### src/rtl/vote_collector_pkg.sv
// Shared constants and state encoding for the vote collector.
package vote_pkg;

    localparam int NUM_VOTERS = 4;
    localparam int TIMER_W    = 16;

    typedef enum logic [1:0] {
        IDLE = 2'd0,
        OPEN = 2'd1,
        DONE = 2'd2
    } state_t;

endpackage

### src/rtl/vote_collector_rise_detect.sv
// Per-bit rising-edge detector: remembers last cycle's level and flags 0->1 transitions.
module rise_detect #(
    parameter int WIDTH = 4
) (
    input  logic             clk,
    input  logic             rst,
    input  logic [WIDTH-1:0] level,
    output logic [WIDTH-1:0] rise
);

    logic [WIDTH-1:0] prev;

    // History tracks the input every cycle regardless of collector state
    always_ff @(posedge clk) begin
        if (rst) prev <= '0;
        else     prev <= level;
    end

    assign rise = level & ~prev;

endmodule

### src/rtl/vote_collector.sv
// Collects one locked yes/no ballot per voter during a timed voting session.
module vote_collector
    import vote_pkg::*;
#(
    parameter logic [TIMER_W-1:0] TIMEOUT_CYCLES = 16'd1000
) (
    input  logic                  clk,
    input  logic                  rst,
    input  logic                  start,
    input  logic [NUM_VOTERS-1:0] vote_yes,
    input  logic [NUM_VOTERS-1:0] vote_no,
    output logic [NUM_VOTERS-1:0] ballot,
    output logic                  ballot_valid,
    output logic [NUM_VOTERS-1:0] voted,
    output logic                  busy,
    output logic                  timed_out
);

    localparam logic [NUM_VOTERS-1:0] ALL_VOTED = '1;

    state_t                  state;
    state_t                  state_next;
    logic [TIMER_W-1:0]      timer;
    logic [NUM_VOTERS-1:0]   yes_rise;
    logic [NUM_VOTERS-1:0]   no_rise;
    logic [NUM_VOTERS-1:0]   yes_lock;
    logic [NUM_VOTERS-1:0]   no_lock;
    logic [NUM_VOTERS-1:0]   voted_next;

    rise_detect #(.WIDTH(NUM_VOTERS)) u_yes_edge (
        .clk   (clk),
        .rst   (rst),
        .level (vote_yes),
        .rise  (yes_rise)
    );

    rise_detect #(.WIDTH(NUM_VOTERS)) u_no_edge (
        .clk   (clk),
        .rst   (rst),
        .level (vote_no),
        .rise  (no_rise)
    );

    // A voter locks only on an unambiguous press and only if not already locked
    assign yes_lock   = yes_rise & ~no_rise & ~voted;
    assign no_lock    = no_rise & ~yes_rise & ~voted;
    assign voted_next = voted | yes_lock | no_lock;

    // State register
    always_ff @(posedge clk) begin
        if (rst) state <= IDLE;
        else     state <= state_next;
    end

    // Next-state logic; a completed set wins over a simultaneous timeout
    always_comb begin
        state_next = state;
        case (state)
            IDLE: if (start) state_next = OPEN;
            OPEN: begin
                if (voted_next == ALL_VOTED)  state_next = DONE;
                else if (timer == '0)         state_next = DONE;
            end
            DONE:    state_next = IDLE;
            default: state_next = IDLE;
        endcase
    end

    // Outputs decoded directly from the state register
    always_comb begin
        busy         = (state == OPEN);
        ballot_valid = (state == DONE);
    end

    // Session datapath: ballot, lock flags, countdown timer and timeout flag
    always_ff @(posedge clk) begin
        if (rst) begin
            ballot    <= '0;
            voted     <= '0;
            timer     <= '0;
            timed_out <= 1'b0;
        end else begin
            case (state)
                IDLE: begin
                    if (start) begin
                        ballot    <= '0;
                        voted     <= '0;
                        timed_out <= 1'b0;
                        timer     <= TIMEOUT_CYCLES - 16'd1;
                    end
                end
                OPEN: begin
                    // No-locks leave the bit at its cleared value of 0
                    ballot <= ballot | yes_lock;
                    voted  <= voted_next;
                    if (timer != '0) timer <= timer - 16'd1;
                    if (timer == '0 && voted_next != ALL_VOTED) timed_out <= 1'b1;
                end
                default: ;
            endcase
        end
    end

endmodule

### config.mk
export PLATFORM = sky130hd
export DESIGN_NAME = vote_collector
export DESIGN_NICKNAME = d
export VERILOG_FILES = /design/src/rtl/vote_collector_pkg.sv /design/src/rtl/vote_collector_rise_detect.sv /design/src/rtl/vote_collector.sv
export SDC_FILE = /design/constraint.sdc
export NUM_CORES = 1
export LEC_CHECK = 0
export CAP_MARGIN = 20
export CORE_MARGIN = 2
export CORE_UTILIZATION = 40
export DETAILED_ROUTE_END_ITERATION = 10
export PLACE_DENSITY = 0.68
export SLEW_MARGIN = 20
export SYNTH_ARGS = -nofsm -noshare
export SYNTH_HDL_FRONTEND = slang
export SYNTH_SLANG_ARGS = --single-unit
### constraint.sdc
create_clock -name clk -period 2.7 [get_ports clk]
set_input_delay 0.405 -clock clk [delete_from_list [all_inputs] [get_ports clk]]
set_output_delay 0.405 -clock clk [all_outputs]
set_load 0.05 [all_outputs]
### Word-level counts from Yosys, hierarchy flattened

Cells that the tools add are included.

| word-level totals | value |
|---|---|
| flip-flop bits (word level) | 35 |
| output and inout bits | 11 |
| logic and storage cells | 52 |

| cells by class | value |
|---|---|
| add/sub/neg operators | 1 |
| equality and inequality tests | 8 |
| multiplexer cells | 13 |
| bitwise logic cells | 14 |
| reduce and logical (&&, ||, !) cells | 9 |

Operators by type and width:

| operator | count |
|---|---|
| 2-to-1 mux 16 bit | 2 |
| one-hot mux 16 bit (2 select lines) | 1 |
| AND 4 bit | 6 |
| NOT 4 bit | 5 |
| zero test 16 bit | 1 |
| one-hot mux 4 bit (2 select lines) | 2 |
| nonzero test 16 bit | 1 |
| subtractor 16 x 1 -> 16 bit, second input constant | 1 |
| OR 4 bit | 3 |
| 2-to-1 mux 2 bit | 3 |
| AND reduction 3 bit | 2 |
| == test 4 bit, second input constant | 1 |
| 2-to-1 mux 4 bit | 1 |
| inequality test 2 x 1 -> 1 bit, second input constant | 2 |
| inequality test 4 bit, second input constant | 1 |
| one-hot mux 2 bit (2 select lines) | 1 |
| AND reduction 2 bit | 2 |
| inequality test 3 x 1 -> 1 bit, second input constant | 1 |
| == test 2 x 1 -> 1 bit, second input constant | 1 |
| == test 2 bit, second input constant | 1 |
| zero test 2 bit | 1 |
| 2-to-1 mux 1 bit | 2 |
| inequality test 2 bit, second input constant | 1 |
| one-hot mux 1 bit (2 select lines) | 1 |
| other kinds (2) | 2 |

### Depth between registers and ports, before layout

| depth | value |
|---|---|
| word-level depth | 11 |
| mapped depth | 7 |
| depth with buffers taken out | 7 |

### Hierarchy

A second synthesis with hierarchy kept.

| second synthesis, totals | value |
|---|---|
| cells, all modules | 166 |
| area total of the unflattened synthesis | 1552.7 sq um |

By module, submodules not included:

| module | instances | cells each | area an instance (sq um) | seq. area each (sq um) |
|---|---|---|---|---|
| vote_collector | 1 | 142 | 1272.5 | 540.5 |
| rise_detect | 2 | 12 | 140.1 | 80.1 |

### Least setup slack after synthesis

OpenSTA, ideal clock, no wires.

| timing | value |
|---|---|
| kind | flip-flop to flip-flop |
| start point | register timer[0] |
| end point | register timer[2] |
| data arrival time | 1.922 ns |
| required time | 2.576 ns |
| path slack | 0.653 ns |
| stages on the path, launching flop included | 8 |
| path buffers | 0 |
| period minus slack after synthesis | 2.047 ns |
| cell sequence | dfxtp_1 inv_1 ha_1 or4b_4 or4_4 nand3_1 xor2_1 a21oi_1 |

| on the way | value |
|---|---|
| word-level cells in the longest chain between the ends | 3 |

Ends and longest elaborated chain:

| element | line | text |
|---|---|---|
| from (decl) | vote_collector.sv:23 | `logic [TIMER_W-1:0] timer;` |
| from (signal assigned) | vote_collector.sv:89 | `timer <= TIMEOUT_CYCLES - 16'd1;` |
| from (signal assigned) | vote_collector.sv:96 | `if (timer != '0) timer <= timer - 16'd1;` |
| subtractor 16 x 1 -> 16 bit or nonzero test 16 bit (tied branches) | vote_collector.sv:96 |  |
| 2-to-1 mux 16 bit or inequality test 2 x 1 -> 1 bit (tied branches) | n/a |  |
| one-hot mux 16 bit (2 select lines) or AND reduction 3 bit (tied branches) | n/a |  |

Parallel ways exist; a longest one is shown, timed or not. The select of a mux whose other input is x is not followed.
A chain may end at the register's enable or synchronous reset.

### Final worst setup path

| timing | value |
|---|---|
| start point | register timer[0] |
| end point | register timer[3] |

Same word-level chain as after synthesis.

==> metrics.txt <==
portion of netlist area occupied by mux cells=0.627%; Setup-failing EPs final=0; headroom to the max-slew limit=56.7%; Mapped Avg Cell Area=9.12 µm²; clock-pin slew on the worst setup and hold paths=0.07 ns; Final GP Congestion=0.858; synthesized netlist cell count=175; share of layout cells above drive strength 1=10.4%; initial drt markers=71; simple logic cell fraction of the synthesized area=32.7%; worst hold slack=0.486 ns; reg-to-reg startpoint=timer[0]; Post-Synthesis Cell Area=0.00160 mm²; crit path cell chain=inv_1 -> ha_1 -> or4b_4 -> or4_4 -> nand4b_1 -> xor2_1 -> nor2_1; number of ports placed on the die boundary=22; die span in y=67.2 µm; Max Transition Viols Final=0; clock buffer depth=2; # H-tree levels=2; drt drc=0; remaining global-route overflow=0; setup repair after global routing missed its margin=false; Critical Setup Path Class=register to register; Synth-to-Final Area Change=20.2%; startpoint kind of the worst setup timing path=register; Layout Skew=0.00542 ns; maximum number of pins on one net before global-route repair=20; CTS Root Cell=clkbuf_8; max incr delay on CP=0.56 ns; number of antenna violations at the first check in global routing=0; die area=0.00451 mm²; wire length per cell=13.3 µm; final worst path period share=81.5%; Worst EP arrival=2.35 ns; XOR/XNOR share of the synthesized area=6.59%; synthesized-area fraction occupied by ao, oa, aoi and oai cells=10.6%; cell count after placement=241; maximum fanout encountered on the critical timing path=6; Resized Gates After CTS=0; maximum operating frequency=0.454 GHz; total clock sinks=35; via count of the first global-routing pass=1,234; Net Count, Synth=187; Tot GR Track Use=16.0%; TritonCTS buffer count=5; total inserted antenna cells=0; slew of the pin with the lowest slew margin=0.650 ns; Final Net Count=212; horizontal die dimension=67.2 µm; number of standard cells in the final layout excluding fillers=249; adder and majority gate portion of the synthesized area=0.784%; post-CTS setup buffer count=0; post-synthesis sequential element count=35; final-layout fill cell count=370; clock tree from TritonCTS=built; Slowest-stage cell, CP=or4_4; Core Box Area=0.00374 mm²; share of synthesized area occupied by flip-flops and latches=43.9%; number of port buffers=21; register-to-register path setup slack=0.50 ns; CP startpoint=timer[0]; synthesis warning total=0; multi-input gate area in the final layout=818 µm²; required time of the worst setup path=2.85 ns; hold_buf cts=0; routed wire length=3300 µm; Finished Cell Area=0.00192 mm²; number of max-cap violations=0; total power divided by cell area=681 mW/mm²; dpl cell area=0.00183 mm²; number of distinct standard cells referenced by the synthesized netlist=39; footprint of the flip-flops and latches=701 µm²; final hold viol count=0; DP Wirelength=2380 µm; setup TNS=0 ns; number of detailed-routing iterations run before antenna repair=4; Core Rows=22; first-pass GRT wire length=5410 µm; result of the run=completed; static leakage power=0.700 nW; ratio of routed vias to standard cells=5.19; antenna viol nets, final=0; effective utilization at floorplan=42.6%; Max VDD drop=0.000337 V; final critical-path required period=2.20 ns; crit path capture type=register; overall power of the completed layout=1.31 mW; dominant combinational cell family by area after synthesis=simple AND/OR/NAND/NOR gates; latest clock arrival within the worst-skew pair=0.28 ns; Worst Min Path Start=timed_out; via count=1,293; min-delay worst type=register to register
through the flow:
stage / utilization, % / setup slack (ns)
floorplan: - / 0.653
global placement: 49.0 / 0.587
detailed placement: 49.0 / 0.519
CTS: 51.2 / 0.506
global route: 51.2 / 0.386
finish: 51.2 / 0.499
kinds of logic (layout without fill, tap and decap cells):
kind of cell,count (synthesis),count (layout)
AOI/OAI and AO/OA,25,25
xor gates and xnor gates,12,12
adders and majority gates,1,1
buffers and inverters,13,39
DFF,35,35
muxes,1,1
and+or+nand+nor,88,88
worst max-delay path: cells and delay by family (launching register included):
family	cells	cell delay, ns
AND/OR/NAND/NOR	4	1.25
flip-flops	1	0.33
adder cells (fa/ha/maj)	1	0.27
XOR/XNOR	1	0.15
buffers and inverters	1	0.06
worst paths after layout:
kind,end,cells after the start
worst max register to register,timer[3],7
worst min-delay path,timed_out,2
worst min register to register,timed_out,2
worst max-delay path,timer[3],7
area by class of cell:
class,instances,share of cell area (%)
multi-input combinational,127,42.7
sequential,35,36.5
timing repair buffer,23,11.7
clock buffer,5,3.59
tap,48,3.13
inverter,8,1.57
clock inverter,3,0.783
placed cells by master, fill, tap and decap left out, types with 2 or more instances in the layout:
master	Yosys	routed
dfxtp_1	35	35
clkbuf_8	2	5
clkdlybuf4s50_1	0	21
clkinv_2	0	3
nand4_1	3	3
o31ai_1	2	2
o22ai_1	2	2
a211oi_1	3	3
nor3_1	10	10
or4_4	3	3
xor2_1	5	5
a21oi_1	8	8
nor2b_1	13	13
nand2_1	4	4
nand3b_1	2	2
buf_4	0	2
nand2b_1	8	8
nor2_1	26	26
nand4b_1	2	2
a41oi_1	4	4
nand3_1	5	5
nor3_2	2	2
a31oi_1	2	2
and2_1	2	2
inv_1	8	8
xnor2_1	7	7
layer usage:
layer	track usage (%)	up-vias	part of all wire, %
met3	4.17	4	3.2
met1	19.8	607	49
met4	6.89	0	1.2
met5	0	-	0
li1	-	664	-
met2	26.1	18	46
power breakdown:
part	switching (mW)	leakage [nW]	internal (mW)
combinational	0.204	0.365	0.144
clock	0.182	0.0477	0.176
sequential	0.0389	0.288	0.560
cell usage after synthesis (all sizes together):
cell type	instances	area share, %
nand4b	2	1.1
or4	3	2.1
ha	1	0.78
a2111oi	1	0.55
nor4b	2	2.4
and2	2	0.78
buf	1	0.71
inv	8	1.9
o21ai	1	0.31
nor3	12	4.4
a31oi	2	0.78
clkbuf	4	2.2
a211oi	3	1.4
or4b	1	0.86
a211o	1	0.63
and3	1	0.39
nand3	5	1.6
or3	2	0.86
a21oi	8	2.5
xor2	5	2.7
nand2b	8	3.1
nand2	4	0.94
xnor2	7	3.8
mux2i	1	0.63
dfxtp	35	44
o21a	1	0.47
nor2b	13	5.1
o31ai	2	0.94
a41oi	4	2.2
nor2	27	6.5
nand3b	2	0.94
o22ai	2	0.78
nand4	3	1.2
nor4	1	0.39
sequential cells by signal, indices dropped and copies added (netlist names):
| name | cells |
|---|---|
| ballot | 4 |
| state | 2 |
| timed_out | 1 |
| timer | 16 |
| u_no_edge.prev | 4 |
| u_yes_edge.prev | 4 |
| voted | 4 |
Power figures use the tool's default switching activity.
